## config.mk

```make
export PLATFORM = sky130hd
export DESIGN_NAME = neuron_ctrl_seq
export DESIGN_NICKNAME = d
export VERILOG_FILES = /design/src/rtl/neuron_ctrl_pkg.sv /design/src/rtl/neuron_ctrl_seq_phase_counter.sv /design/src/rtl/neuron_ctrl_seq.sv
export SDC_FILE = /design/constraint.sdc
export NUM_CORES = 1
export LEC_CHECK = 0
export CAP_MARGIN = 10
export CORE_MARGIN = 5
export CORE_UTILIZATION = 45
export DETAILED_ROUTE_END_ITERATION = 8
export PLACE_DENSITY_LB_ADDON = 0.1
export SYNTH_ARGS = -nofsm -noshare
export SYNTH_HDL_FRONTEND = slang
export SYNTH_SLANG_ARGS = --single-unit
export TNS_END_PERCENT = 20
```

## constraint.sdc

```tcl
create_clock -name clk -period 1.88 [get_ports clk]
set_clock_uncertainty 0.2 [all_clocks]
set_input_delay 0.376 -clock clk [delete_from_list [all_inputs] [get_ports clk]]
set_output_delay 0.376 -clock clk [all_outputs]
set_load 0.005 [all_outputs]
```

## src/rtl/neuron_ctrl_pkg.sv

```systemverilog
// -----------------------------------------------------------------------------
// neuron_ctrl_pkg
// Shared types and elaboration-time helpers for the neuron slice control
// sequencer.
//   neuron_ctrl_state_t : sequencer state encoding (3 bits)
//   ptr_width()         : address width needed to index DEPTH entries
//   cnt_width()         : width needed to hold a count of 0..max_val
// -----------------------------------------------------------------------------
package neuron_ctrl_pkg;

  typedef enum logic [2:0] {
    ST_IDLE        = 3'd0,
    ST_LOAD_DATA   = 3'd1,
    ST_LOAD_THRESH = 3'd2,
    ST_COMPUTE     = 3'd3,
    ST_DRAIN       = 3'd4,
    ST_DONE        = 3'd5
  } neuron_ctrl_state_t;

  // Pointer width for a vector of 'depth' entries (at least one bit).
  function automatic int unsigned ptr_width(input int unsigned depth);
    return (depth <= 1) ? 1 : $clog2(depth);
  endfunction

  // Width of a counter that must hold values 0..max_val without wrapping.
  function automatic int unsigned cnt_width(input int unsigned max_val);
    return (max_val < 1) ? 1 : $clog2(max_val + 1);
  endfunction

endpackage

```

## src/rtl/neuron_ctrl_seq_phase_counter.sv

```systemverilog
// -----------------------------------------------------------------------------
// phase_counter
// Loadable down-counter shared by the threshold-beat and pipeline-drain
// phases of the sequencer.
// Ports:
//   clk, rst     : clock, synchronous active-high reset
//   clr_i        : synchronous clear to zero (abort / restart)
//   load_i       : load load_val_i (has priority over dec_i)
//   load_val_i   : number of units in the phase being started
//   dec_i        : consume one unit; holds at zero
//   done_o       : one unit left, so a decrement this cycle ends the phase
// -----------------------------------------------------------------------------
module phase_counter #(
  parameter int unsigned W = 2
) (
  input  logic         clk,
  input  logic         rst,
  input  logic         clr_i,
  input  logic         load_i,
  input  logic [W-1:0] load_val_i,
  input  logic         dec_i,
  output logic         done_o
);

  logic [W-1:0] count_q;

  // NOTE: clocked state is written with non-blocking assignments so every
  // register samples pre-edge values regardless of process ordering.
  always_ff @(posedge clk) begin
    if (rst || clr_i) begin
      count_q <= '0;
    end else if (load_i) begin
      count_q <= load_val_i;
    end else if (dec_i && (count_q != '0)) begin
      count_q <= count_q - W'(1);
    end
  end

  assign done_o = (count_q == W'(1));

endmodule

```

## src/rtl/neuron_ctrl_seq.sv

```systemverilog
// -----------------------------------------------------------------------------
// neuron_ctrl_seq
// Control sequencer for one neuron compute slice: loads the input vector and
// threshold word, runs the multiply/accumulate sweep, drains the MAC pipeline
// and hands the result to the readout logic.
//
// Parameters: DEPTH (vector length), THRESH_BEATS (threshold beats),
//             PIPE_LAT (drain cycles), AUTO_RESTART (out_ack re-arms),
//             AW (derived pointer width).
// Ports:
//   clk, rst          : clock, synchronous active-high reset
//   chip_sel          : slice select; low aborts to IDLE on the next edge
//   wr_en / wr_ready  : write beat handshake
//   rst_mem           : one-cycle clear pulse to memories/MAC
//   mul_mem_en        : multiplier memory enable (COMPUTE)
//   ac_mem_en         : accumulator memory enable (COMPUTE)
//   wr_data_ptr       : write address
//   rd_data_ptr       : read address
//   threshold_ready   : cycle after each accepted threshold beat
//   output_ready      : result valid (DONE)
//   out_ack           : readout consumed the result
//   busy              : sequencer not idle
//   op_cycles [31:0]  : only with NEURON_CTRL_PERF_EN defined; cycles from
//                       the first accepted data beat to DONE entry, saturating
// -----------------------------------------------------------------------------
module neuron_ctrl_seq
  import neuron_ctrl_pkg::*;
#(
  parameter  int unsigned DEPTH        = 64,
  parameter  int unsigned THRESH_BEATS = 2,
  parameter  int unsigned PIPE_LAT     = 3,
  parameter  int unsigned AUTO_RESTART = 0,
  localparam int unsigned AW           = ptr_width(DEPTH)
) (
  input  logic          clk,
  input  logic          rst,
  input  logic          chip_sel,
  input  logic          wr_en,
  output logic          wr_ready,
  output logic          rst_mem,
  output logic          mul_mem_en,
  output logic          ac_mem_en,
  output logic [AW-1:0] wr_data_ptr,
  output logic [AW-1:0] rd_data_ptr,
  output logic          threshold_ready,
  output logic          output_ready,
  input  logic          out_ack,
  output logic          busy
`ifdef NEURON_CTRL_PERF_EN
  ,
  output logic [31:0]   op_cycles
`endif
);

  localparam int unsigned CNT_MAX = (THRESH_BEATS > PIPE_LAT) ? THRESH_BEATS : PIPE_LAT;
  localparam int unsigned CW      = cnt_width(CNT_MAX);

  localparam logic [AW-1:0] PTR_LAST    = AW'(DEPTH - 1);
  localparam logic [CW-1:0] THRESH_LOAD = CW'(THRESH_BEATS);
  localparam logic [CW-1:0] DRAIN_LOAD  = CW'(PIPE_LAT);

  neuron_ctrl_state_t state_q, state_d;
  logic [AW-1:0]      wr_ptr_q, wr_ptr_d;
  logic [AW-1:0]      rd_ptr_q, rd_ptr_d;
  logic               rst_mem_q, rst_mem_d;
  logic               thr_rdy_q, thr_rdy_d;
  logic               cs_q;

  logic               cnt_clr, cnt_load, cnt_dec, cnt_done;
  logic [CW-1:0]      cnt_val;
  logic               beat_acc;

  // cs_q keeps beats out during the cycle chip_sel first rises (and during
  // reset), so no beat lands before the rst_mem clear pulse has been issued.
  assign wr_ready = chip_sel && cs_q && !rst_mem_q &&
                    (state_q inside {ST_IDLE, ST_LOAD_DATA, ST_LOAD_THRESH});
  assign beat_acc = wr_en && wr_ready;

  phase_counter #(
    .W (CW)
  ) u_phase_cnt (
    .clk        (clk),
    .rst        (rst),
    .clr_i      (cnt_clr),
    .load_i     (cnt_load),
    .load_val_i (cnt_val),
    .dec_i      (cnt_dec),
    .done_o     (cnt_done)
  );

  // NOTE: every signal gets a default before the case so no path leaves a
  // value unassigned, which would otherwise infer a latch.
  always_comb begin
    state_d   = state_q;
    wr_ptr_d  = wr_ptr_q;
    rd_ptr_d  = rd_ptr_q;
    rst_mem_d = 1'b0;
    thr_rdy_d = 1'b0;
    cnt_clr   = 1'b0;
    cnt_load  = 1'b0;
    cnt_val   = '0;
    cnt_dec   = 1'b0;

    if (!chip_sel) begin
      // Abort: partial vector/compute is discarded, no clear pulse.
      state_d  = ST_IDLE;
      wr_ptr_d = '0;
      rd_ptr_d = '0;
      cnt_clr  = 1'b1;
    end else begin
      rst_mem_d = !cs_q;
      unique case (state_q)
        ST_IDLE: begin
          if (beat_acc) begin
            wr_ptr_d = AW'(1);
            state_d  = ST_LOAD_DATA;
          end
        end
        ST_LOAD_DATA: begin
          if (beat_acc) begin
            if (wr_ptr_q == PTR_LAST) begin
              state_d  = ST_LOAD_THRESH;
              cnt_load = 1'b1;
              cnt_val  = THRESH_LOAD;
            end else begin
              wr_ptr_d = wr_ptr_q + AW'(1);
            end
          end
        end
        ST_LOAD_THRESH: begin
          if (beat_acc) begin
            thr_rdy_d = 1'b1;
            cnt_dec   = 1'b1;
            if (cnt_done) begin
              state_d  = ST_COMPUTE;
              rd_ptr_d = '0;
            end
          end
        end
        ST_COMPUTE: begin
          if (rd_ptr_q == PTR_LAST) begin
            state_d  = ST_DRAIN;
            cnt_load = 1'b1;
            cnt_val  = DRAIN_LOAD;
          end else begin
            rd_ptr_d = rd_ptr_q + AW'(1);
          end
        end
        ST_DRAIN: begin
          cnt_dec = 1'b1;
          if (cnt_done) begin
            state_d = ST_DONE;
          end
        end
        ST_DONE: begin
          if ((AUTO_RESTART != 0) && out_ack) begin
            state_d   = ST_IDLE;
            wr_ptr_d  = '0;
            rd_ptr_d  = '0;
            rst_mem_d = 1'b1;
            cnt_clr   = 1'b1;
          end
        end
        default: begin
          state_d  = ST_IDLE;
          wr_ptr_d = '0;
          rd_ptr_d = '0;
          cnt_clr  = 1'b1;
        end
      endcase
    end
  end

  always_ff @(posedge clk) begin
    if (rst) begin
      state_q   <= ST_IDLE;
      wr_ptr_q  <= '0;
      rd_ptr_q  <= '0;
      rst_mem_q <= 1'b0;
      thr_rdy_q <= 1'b0;
      cs_q      <= 1'b0;
    end else begin
      state_q   <= state_d;
      wr_ptr_q  <= wr_ptr_d;
      rd_ptr_q  <= rd_ptr_d;
      rst_mem_q <= rst_mem_d;
      thr_rdy_q <= thr_rdy_d;
      cs_q      <= chip_sel;
    end
  end

  assign rst_mem         = rst_mem_q;
  assign mul_mem_en      = (state_q == ST_COMPUTE);
  assign ac_mem_en       = (state_q == ST_COMPUTE);
  assign wr_data_ptr     = wr_ptr_q;
  assign rd_data_ptr     = rd_ptr_q;
  assign threshold_ready = thr_rdy_q;
  assign output_ready    = (state_q == ST_DONE);
  assign busy            = (state_q != ST_IDLE);

`ifdef NEURON_CTRL_PERF_EN
  logic [31:0] op_cycles_q, op_cycles_d;

  // Any return to IDLE (abort, restart) clears; the first accepted beat is
  // cycle zero, and the count stops once DONE is entered.
  always_comb begin
    op_cycles_d = op_cycles_q;
    if (state_d == ST_IDLE) begin
      op_cycles_d = '0;
    end else if ((state_q inside {ST_LOAD_DATA, ST_LOAD_THRESH, ST_COMPUTE, ST_DRAIN}) &&
                 (op_cycles_q != '1)) begin
      op_cycles_d = op_cycles_q + 32'd1;
    end
  end

  always_ff @(posedge clk) begin
    if (rst) begin
      op_cycles_q <= '0;
    end else begin
      op_cycles_q <= op_cycles_d;
    end
  end

  assign op_cycles = op_cycles_q;
`endif

endmodule

```

## Word-level counts from Yosys, hierarchy flattened

Index checks and enable logic that the tools add are counted.

- Bits in registers: 20
- Output and inout port bits: 19
- Word-level logic and storage cells: 86
- Input port bits: 5

- $add $sub $neg: 3
- Multiplexer cells: 33
- Eq/ne operators: 17
- Bitwise logic cells: 5
- Reduce and logical (&&, ||, !) cells: 21

Operator list:

| operator | count |
|---|---|
| 6-bit 2-to-1 mux | 6 |
| 6-bit case mux with 3 select lines | 2 |
| 3-bit 2-to-1 mux | 7 |
| 3-bit case mux with 6 select lines | 1 |
| 2-bit inequality test, second input constant | 7 |
| 6-bit by 1-bit adder with 6-bit output, second input constant | 2 |
| 6-bit == test, second input constant | 2 |
| 2-bit 2-to-1 mux | 6 |
| 1-bit 2-to-1 mux | 8 |
| 4-bit AND reduction | 2 |
| 8-bit AND reduction | 1 |
| 4-bit OR reduction | 2 |
| 3-bit by 2-bit == test with 1-bit output, second input constant | 2 |
| 3-bit == test, second input constant | 2 |
| 3-bit nonzero test | 2 |
| 6-bit OR reduction | 1 |
| 1-bit logical AND | 5 |
| 1-bit NOT | 5 |
| 2-bit by 1-bit inequality test with 1-bit output, second input constant | 2 |
| 1-bit case mux with 2 select lines | 2 |
| 2-bit case mux with 2 select lines | 1 |
| 2-bit nonzero test | 2 |
| 3-bit by 1-bit == test with 1-bit output, second input constant | 1 |
| 3-bit zero test | 1 |
| 6 further kinds | 7 |

## Longest topological paths before layout

Gate-level depths: netlist of run 1.

- Word-level depth: 10
- Gate-level depth with buffers: 7
- Gate-level depth less buffers: 7

## Cells and area by module

From an unflattened synthesis of run 1, not the netlist that was laid out.

- Cells, all modules: 135
- Area total of the unflattened synthesis: 1157.4 um^2

Modules (own cells, without submodules):

| module | area each (um^2) | times used | cells each | sequential area each (um^2) |
|---|---|---|---|---|
| neuron_ctrl_seq | 1013.5 | 1 | 120 | 360.3 |
| phase_counter | 143.9 | 1 | 15 | 40.0 |

## Worst setup path after synthesis of run 1

No wires, ideal clock.

- Kind: reg2reg
- Start point: register wr_ptr_q[0], in the netlist wr_data_ptr[0]
- End point: register u_phase_cnt.count_q[1]
- Slack: 0.077 ns
- Library setup time: 0.074 ns
- Arrival: 1.529 ns
- Cell stages (with the launch flop): 6
- Cells stage by stage: dfxtp_1 ha_1 and3_1 nand3_1 or4_1 a31oi_1

- Cells in the longest elaborated chain, start to end: 6
- Elaborated cells on any way between the ends: 11
- Classes of those cells: 1 x eq/ne; 9 x mux; 1 x reduce/logical

RTL lines:

| element | RTL line | RTL |
|---|---|---|
| start, declared | neuron_ctrl_seq.sv:63 | `logic [AW-1:0] wr_ptr_q, wr_ptr_d;` |
| start signal, assigned | neuron_ctrl_seq.sv:184 | `wr_ptr_q <= wr_ptr_d;` |
| 6-bit == test * | neuron_ctrl_seq.sv:121 | `if (wr_ptr_q == PTR_LAST) begin` |
| 2-bit 2-to-1 mux or 1-bit 2-to-1 mux (tied branches) | neuron_ctrl_seq.sv:121 |  |
| 2-bit 2-to-1 mux or 1-bit 2-to-1 mux (tied branches) | neuron_ctrl_seq.sv:120 | `if (beat_acc) begin` |
| 2-bit case mux with 2 select lines or 1-bit case mux with 2 select lines (tied branches) | neuron_ctrl_seq.sv:112 | `unique case (state_q)` |
| 2-bit 2-to-1 mux or 1-bit 2-to-1 mux (tied branches) | neuron_ctrl_seq.sv:104 | `if (!chip_sel) begin` |
| 2-bit 2-to-1 mux or 2-bit nonzero test (tied branches) | n/a |  |
| end signal, assigned | neuron_ctrl_seq_phase_counter.sv:33 | `count_q <= load_val_i;` |
| end signal, assigned | neuron_ctrl_seq_phase_counter.sv:35 | `count_q <= count_q - W'(1);` |
| end, declared | neuron_ctrl_seq_phase_counter.sv:25 | `logic [W-1:0] count_q;` |

Mark *: on every way between the ends. The rest lies on a longest branch, timed or not.
A chain may end at the register's enable or synchronous reset.

## Worst setup path in the final report of run 1

- Start point: register state_q[1]
- End point: output port busy

- Cells in the longest elaborated chain, start to end: 1

RTL lines:

| element | RTL line | RTL |
|---|---|---|
| start, declared | neuron_ctrl_seq.sv:62 | `neuron_ctrl_state_t state_q, state_d;` |
| start signal, assigned | neuron_ctrl_seq.sv:183 | `state_q <= state_d;` |
| 3-bit nonzero test | neuron_ctrl_seq.sv:199 | `assign busy = (state_q != ST_IDLE);` |
| end, declared | neuron_ctrl_seq.sv:48 | `output logic busy` |

Every way passes these cells.

==> impl_metrics.ini, run 1 <==
[cts]
cts_buffers = 3
htreeDepth = 1
cts.sinks = 20
path_clk_slew_ns = 0.13
clk_latency_ns = 0.32
cts_root_buf = clkbuf_4
cts.path.max_buffers = 2
post_cts.repair.setup_buffers = 0
cts_tree = built

[yosys]
synth_edf_count = 0
async_flop_share = 0
synth_top_cell_by_area = dfxtp_1
synth.cell_area_um2 = 1145
ys_seq_area_frac = 0.3497
yosys-top-cells-count = dfxtp_1 (20), nand2_1 (16), nor2_1 (16)
ys_warn_count = 0
synth_top_area_share = 0.3497
syn_nets = 156
synth-main-ff-cell = dfxtp_1
yosysMostFrequentCell = dfxtp_1
synth-seq-cells = 20
syn_area_per_cell_um2 = 7.788
synth.area.top_cells = dfxtp_1 (35%), o21ai_0 (5.2%), nand2_1 (5.2%), nor2_1 (5.2%), xnor2_1 (4.6%)
netlist_instances = 147
synth.distinct_cells = 36

[layout]
nets = 204
drive_gt1_frac = 0.3247
final_cells = 224
antennaDiodeCount = 0
fillers = 204
syn_to_final_growth_pct = 49.18

[critical_path]
reg2reg_to = rd_data_ptr[5]$_SDFFE_PP0P_
criticalPathCategory = flip-flop to output pin
crit_path_max_fanout = 7
reg2reg_from = u_phase_cnt.count_q[1]$_SDFFE_PP0P_
critPathCapture = busy
rrSetupSlack_ns = 0.02
critical_path.startpoint_type = flip-flop
cp_data_required_time_ns = 1.30
crit_start = state_q[1]$_SDFFE_PP0P_
r2r_cells = 7
timing.critical_path.arrival_ns = 1.29
end_kind = output pin

[placed_design]
io_buffers = 22
placed_cells = 220
dp_hpwl_mm = 2.504
routabilityCongestion = 0.8764

[timing]
setup_viol = 0
hold_slack_ns = 0.2839
finalCritPeriodShare = 0.9920
worstMarginPinSlew_ns = 0.2940
fin_setup_tns_ns = 0
max_freq_ghz = 0.5362
grt_setup_unrepaired = yes
finalHoldViolCount = 0
slew_violations = 0
post-route-min-period_ns = 1.865
maxSlewHeadroom = 0.8039

[pwr]
power.density_nw_per_um2 = 500.4
leakage_uw = 0.0007673
ir_worst_vdd_uv = 494.8

[worst_hold_path]
hold_class = flip-flop to flip-flop

[grt]
grt_pass1_vias = 1286
grt_util_all_layers = 0.2025
grt_max_degree = 13
antenna_found_initial = 0
grt_pass1_wl_mm = 5.630
overflow = 0

[route]
antenna_left = 0
first_pass_iters = 4
vias = 1266
avgRoutedWirePerCell_um = 15.33
via_per_inst = 5.652
drt-total-wl_mm = 3.434
drcViolationCount = 0
drtIter0Drc = 90

[floorplan]
ios = 24
die-area_um2 = 3653
die_w_um = 60.44
chipHeight_um = 60.44
coreArea_um2 = 2455
row_count = 18
initial_core_util = 0.4664

[run_status]
status = finished clean

[job]
maxCapViolations = 0
-- through the flow --
step / total power, uW / worst slack [ns] / utilization / cell area [um2]
CTS: 858.1 / -0.2507 / 0.6682 / 1640
finish: 854.7 / 0.01506 / 0.6957 / 1708
detailed placement: 494.2 / -0.5878 / 0.6412 / 1574
global placement: 493.1 / -0.5066 / 0.6412 / 1574
floorplan: 457.9 / 0.07695 / - / 1145
global route: 882.9 / -0.07851 / 0.6957 / 1708
-- cells by family (layout without fill, tap and decap cells) --
group	after synthesis	after routing	share of synthesized area
and+or+nand+nor	73	73	0.3355
adders and majority gates	4	4	0.04372
AOI/OAI and AO/OA	32	32	0.1782
xor gates and xnor gates	6	6	0.04590
DFF	20	20	0.3497
buffers and inverters	12	59	0.04699
-- worst min path at each step --
| stage | from | end | slack (ns) | depth (start not counted) |
|---|---|---|---|---|
| 6_report | wr_data_ptr[5]$_SDFFE_PP0P_ | wr_data_ptr[5]$_SDFFE_PP0P_ | 0.28 | 1 |
| 5_1_grt | wr_data_ptr[5]$_SDFFE_PP0P_ | wr_data_ptr[5]$_SDFFE_PP0P_ | 0.31 | 1 |
| 4_1_cts | state_q[2]$_SDFFE_PP0P_ | state_q[1]$_SDFFE_PP0P_ | 0.33 | 1 |
| 3_5_place_dp | wr_data_ptr[5]$_SDFFE_PP0P_ | wr_data_ptr[5]$_SDFFE_PP0P_ | 0.31 | 1 |
| 3_3_place_gp | wr_data_ptr[2]$_SDFFE_PP0P_ | wr_data_ptr[2]$_SDFFE_PP0P_ | 0.28 | 1 |
| 2_1_floorplan | cs_q$_SDFF_PP0_ | rst_mem$_SDFF_PP0_ | 0.25 | 1 |
-- cells in the final DEF, fill, tap and decap left out, types with 2 or more instances in the layout --
cell type,count
a21oi_1,7
and3_1,3
and3_4,2
buf_4,26
clkbuf_2,3
clkbuf_4,3
clkdlybuf4s50_1,11
dfxtp_1,8
dfxtp_2,11
dlymetal6s2s_1,6
ha_1,2
inv_1,5
nand2_1,16
nand2b_1,7
nand3_1,8
nand4_1,3
nor2_1,15
nor3_1,6
nor3_2,2
o21ai_0,8
o21ai_1,5
o22ai_1,2
xnor2_1,6
-- flip-flops by register name, indices dropped and copies added, names as in the netlist --
register	cells
rd_data_ptr	6
wr_data_ptr	6
state_q	3
u_phase_cnt.count_q	2
cs_q	1
rst_mem	1
threshold_ready	1
-- area by class of cell --
class | instances | area, um2 | area share
Clock inverter | 1 | 30.03 | 0.01758
Sequential cell | 20 | 417.9 | 0.2447
Clock buffer | 3 | 22.52 | 0.01319
Inverter | 6 | 22.52 | 0.01319
Timing Repair Buffer | 49 | 425.4 | 0.2491
Multi-Input combinational cell | 115 | 752.0 | 0.4403
Tap cell | 30 | 37.54 | 0.02198
-- per-layer routing --
metal | share of wire | vias up | GRT usage
li1 | - | 613 | -
met1 | 0.42 | 589 | 0.2645
met2 | 0.50 | 57 | 0.3426
met3 | 0.065 | 7 | 0.02766
met4 | 0.012 | 0 | 0.07121
met5 | 0 | - | 0
-- critical path, cell delays in order, from the launching register on --
cell and delay [ns]:
dfxtp_2 0.35, buf_4 0.15, or3_1 0.36, clkbuf_2 0.12
-- power by group --
group / internal [uW] / total (uW) / leakage [uW] / switching, uW
clock: 216 / 369 / 0.0000279 / 153
sequential: 426 / 428 / 0.000168 / 2.03
combinational: 28.3 / 57.9 / 0.000572 / 29.6
total: 670 / 855 / 0.000767 / 185
-- timing repair --
item | 4_1_cts | 5_1_grt
hold buffers | 0 | 0
endpoints found under the setup margin | 12 | 28
resized for setup | 15 | 34
pin swaps | 1 | 1
cloned | 0 | 0
endpoints found under the hold margin | 0 | 0
No activity file was read; power rests on OpenSTA's default activity.
==> run 2: changes to the inputs <==
CAP_MARGIN = unset   (was 10)
SETUP_SLACK_MARGIN = 0.4   (was unset)
SYNTH_HIERARCHICAL = 1   (was unset)
==> impl_metrics.ini, run 2 <==
[yosys]
netlist_instances = 135
synth.cell_area_um2 = 1157
synth_top_cell_by_area = dfxtp_1
synth-main-ff-cell = dfxtp_1
async_flop_share = 0
synth-seq-cells = 20
synth_edf_count = 0
yosys-top-cells-count = dfxtp_1 (20), nor2_1 (15), nand2_1 (11)
syn_nets = 144
ys_seq_area_frac = 0.3459
synth_top_area_share = 0.3459
synth.distinct_cells = 46
yosysMostFrequentCell = dfxtp_1
ys_warn_count = 6
synth.area.top_cells = dfxtp_1 (35%), nor2_1 (4.9%), xnor2_1 (4.5%), ha_1 (4.3%), nand2_1 (3.6%)
syn_area_per_cell_um2 = 8.573

[timing]
grt_setup_unrepaired = yes
finalCritPeriodShare = 1.036
maxSlewHeadroom = 0.8040
post-route-min-period_ns = 1.947
slew_violations = 0
finalWorstSetupSlack_ns = -0.06739
finalHoldViolCount = 0
setup_viol = 11
worstMarginPinSlew_ns = 0.2934
max_freq_ghz = 0.5135

[layout]
postLayoutCoreUtil = 0.8318
final_cell_mix = buf_4 (32), buf_6 (27), nor2_1 (14), dfxtp_2 (13), nand2_1 (9)
antennaDiodeCount = 0
final_cells = 234
nets = 214
syn_to_final_growth_pct = 78.05
final_common_cell = buf_4
drive_gt1_frac = 0.6127

[run_status]
status = complete, but fails checks
failed_checks = setup timing

[critical_path]
path_buf_inv = 4
crit_path_max_fanout = 4
cp_slowest_stage_delay_ns = 0.40
end_kind = flip-flop
crit_top_cell = buf_4
reg2reg_from = cs_q$_SDFF_PP0_
path_delay_family = buffers and inverters
slowest_stage = dfxtp_2
cp_cell_sequence = nand4b_4, buf_4, buf_6, nor2_4, nand3_2, a21oi_2, inv_2, buf_4, o211ai_1, a211oi_2
critical_path.startpoint_type = flip-flop
cp_data_required_time_ns = 1.89
timing.critical_path.arrival_ns = 1.96
crit_start = cs_q$_SDFF_PP0_
criticalPathCategory = flip-flop to flip-flop

[route]
first_pass_iters = 6
drt-total-wl_mm = 4.166
avgRoutedWirePerCell_um = 17.80
via_per_inst = 5.821
drtIter0Drc = 82
vias = 1362
antenna_left = 0
drcViolationCount = 0

[worst_hold_path]
worstHoldStart = cs_q$_SDFF_PP0_
hold_class = flip-flop to flip-flop

[floorplan]
chipHeight_um = 60.72
initial_core_util = 0.4672
ios = 24
die_w_um = 60.72
die-area_um2 = 3686
coreArea_um2 = 2477
row_count = 18

[cts]
ctsHoldBuffers = 0
clk_latency_ns = 0.32
path_clk_slew_ns = 0.13
cts.path.max_buffers = 2
cts.sinks = 20
cts_root_buf = clkbuf_4
cts_buffers = 3
cts_tree = built
htreeDepth = 1

[pwr]
total_power_uw = 861.3
ir_worst_vdd_uv = 487.5
leakage_uw = 0.0008368
power.density_nw_per_um2 = 418.0

[placed_design]
placed_cells = 215
io_buffers = 22
dp_slack_ns = -0.6154
dp_hpwl_mm = 2.365
routabilityCongestion = 0.8388

[grt]
overflow = 0
grt_util_all_layers = 0.2175
antenna_found_initial = 0
grt_pass1_vias = 1340
grt_pass1_wl_mm = 6.023
grt_max_degree = 13

[job]
maxCapViolations = 0
-- run 2: area by class of cell --
cell class	count	area (um2)
Clock inverter	1	30.03
Timing Repair Buffer	71	621.8
Inverter	5	18.77
Multi-Input combinational cell	104	894.6
Fill cell	148	416.7
Sequential cell	20	435.4
Clock buffer	3	22.52
Tap cell	30	37.54
-- run 2: layer usage --
metal | wire (um) | global-route usage
met3 | 233 | 0.04043
met1 | 1640 | 0.2564
met4 | 132 | 0.08359
met5 | 0 | 0
met2 | 2160 | 0.3878
-- run 2: path summary, 6_finish.rpt --
kind,slack [ns],cells past startpoint,end
min reg2reg,0.28,1,rst_mem$_SDFF_PP0_
max,-0.07,10,u_phase_cnt/count_q[1]$_SDFFE_PP0P_
min,0.28,1,rst_mem$_SDFF_PP0_
max reg2reg,-0.07,10,u_phase_cnt/count_q[1]$_SDFFE_PP0P_
-- run 2: cells by family after synthesis --
group | count (synthesis) | synth area share
adders and majority gates | 4 | 0.04324
DFF | 20 | 0.3459
buffers and inverters | 11 | 0.04757
xor gates and xnor gates | 10 | 0.07567
and+or+nand+nor | 60 | 0.2865
AOI/OAI and AO/OA | 29 | 0.1914
muxes | 1 | 0.009729
-- run 2: what timing repair did --
item / CTS / global route
buffers inserted: 13 / 2
endpoints found under the setup margin: 37 / 35
pin swaps: 16 / 14
gates resized for setup: 116 / 29
-- run 2: metrics by stage --
stage | hold WS (ns) | instance area, um2 | TNS [ns]
2_1_floorplan | 0.2325 | 1211 | 0
3_3_place_gp | 0.2472 | 1688 | -6.135
3_5_place_dp | 0.2507 | 1688 | -6.731
4_1_cts | 0.2745 | 1927 | -0.09748
5_1_grt | 0.3004 | 2061 | -1.738
6_report | 0.2785 | 2061 | -0.4543
-- run 2: power breakdown --
| part | switching, uW | leakage, uW | internal (uW) |
|---|---|---|---|
| registers | 3.12 | 0.000172 | 420 |
| clock network | 152 | 0.0000279 | 216 |
| logic | 33.0 | 0.000637 | 37.1 |
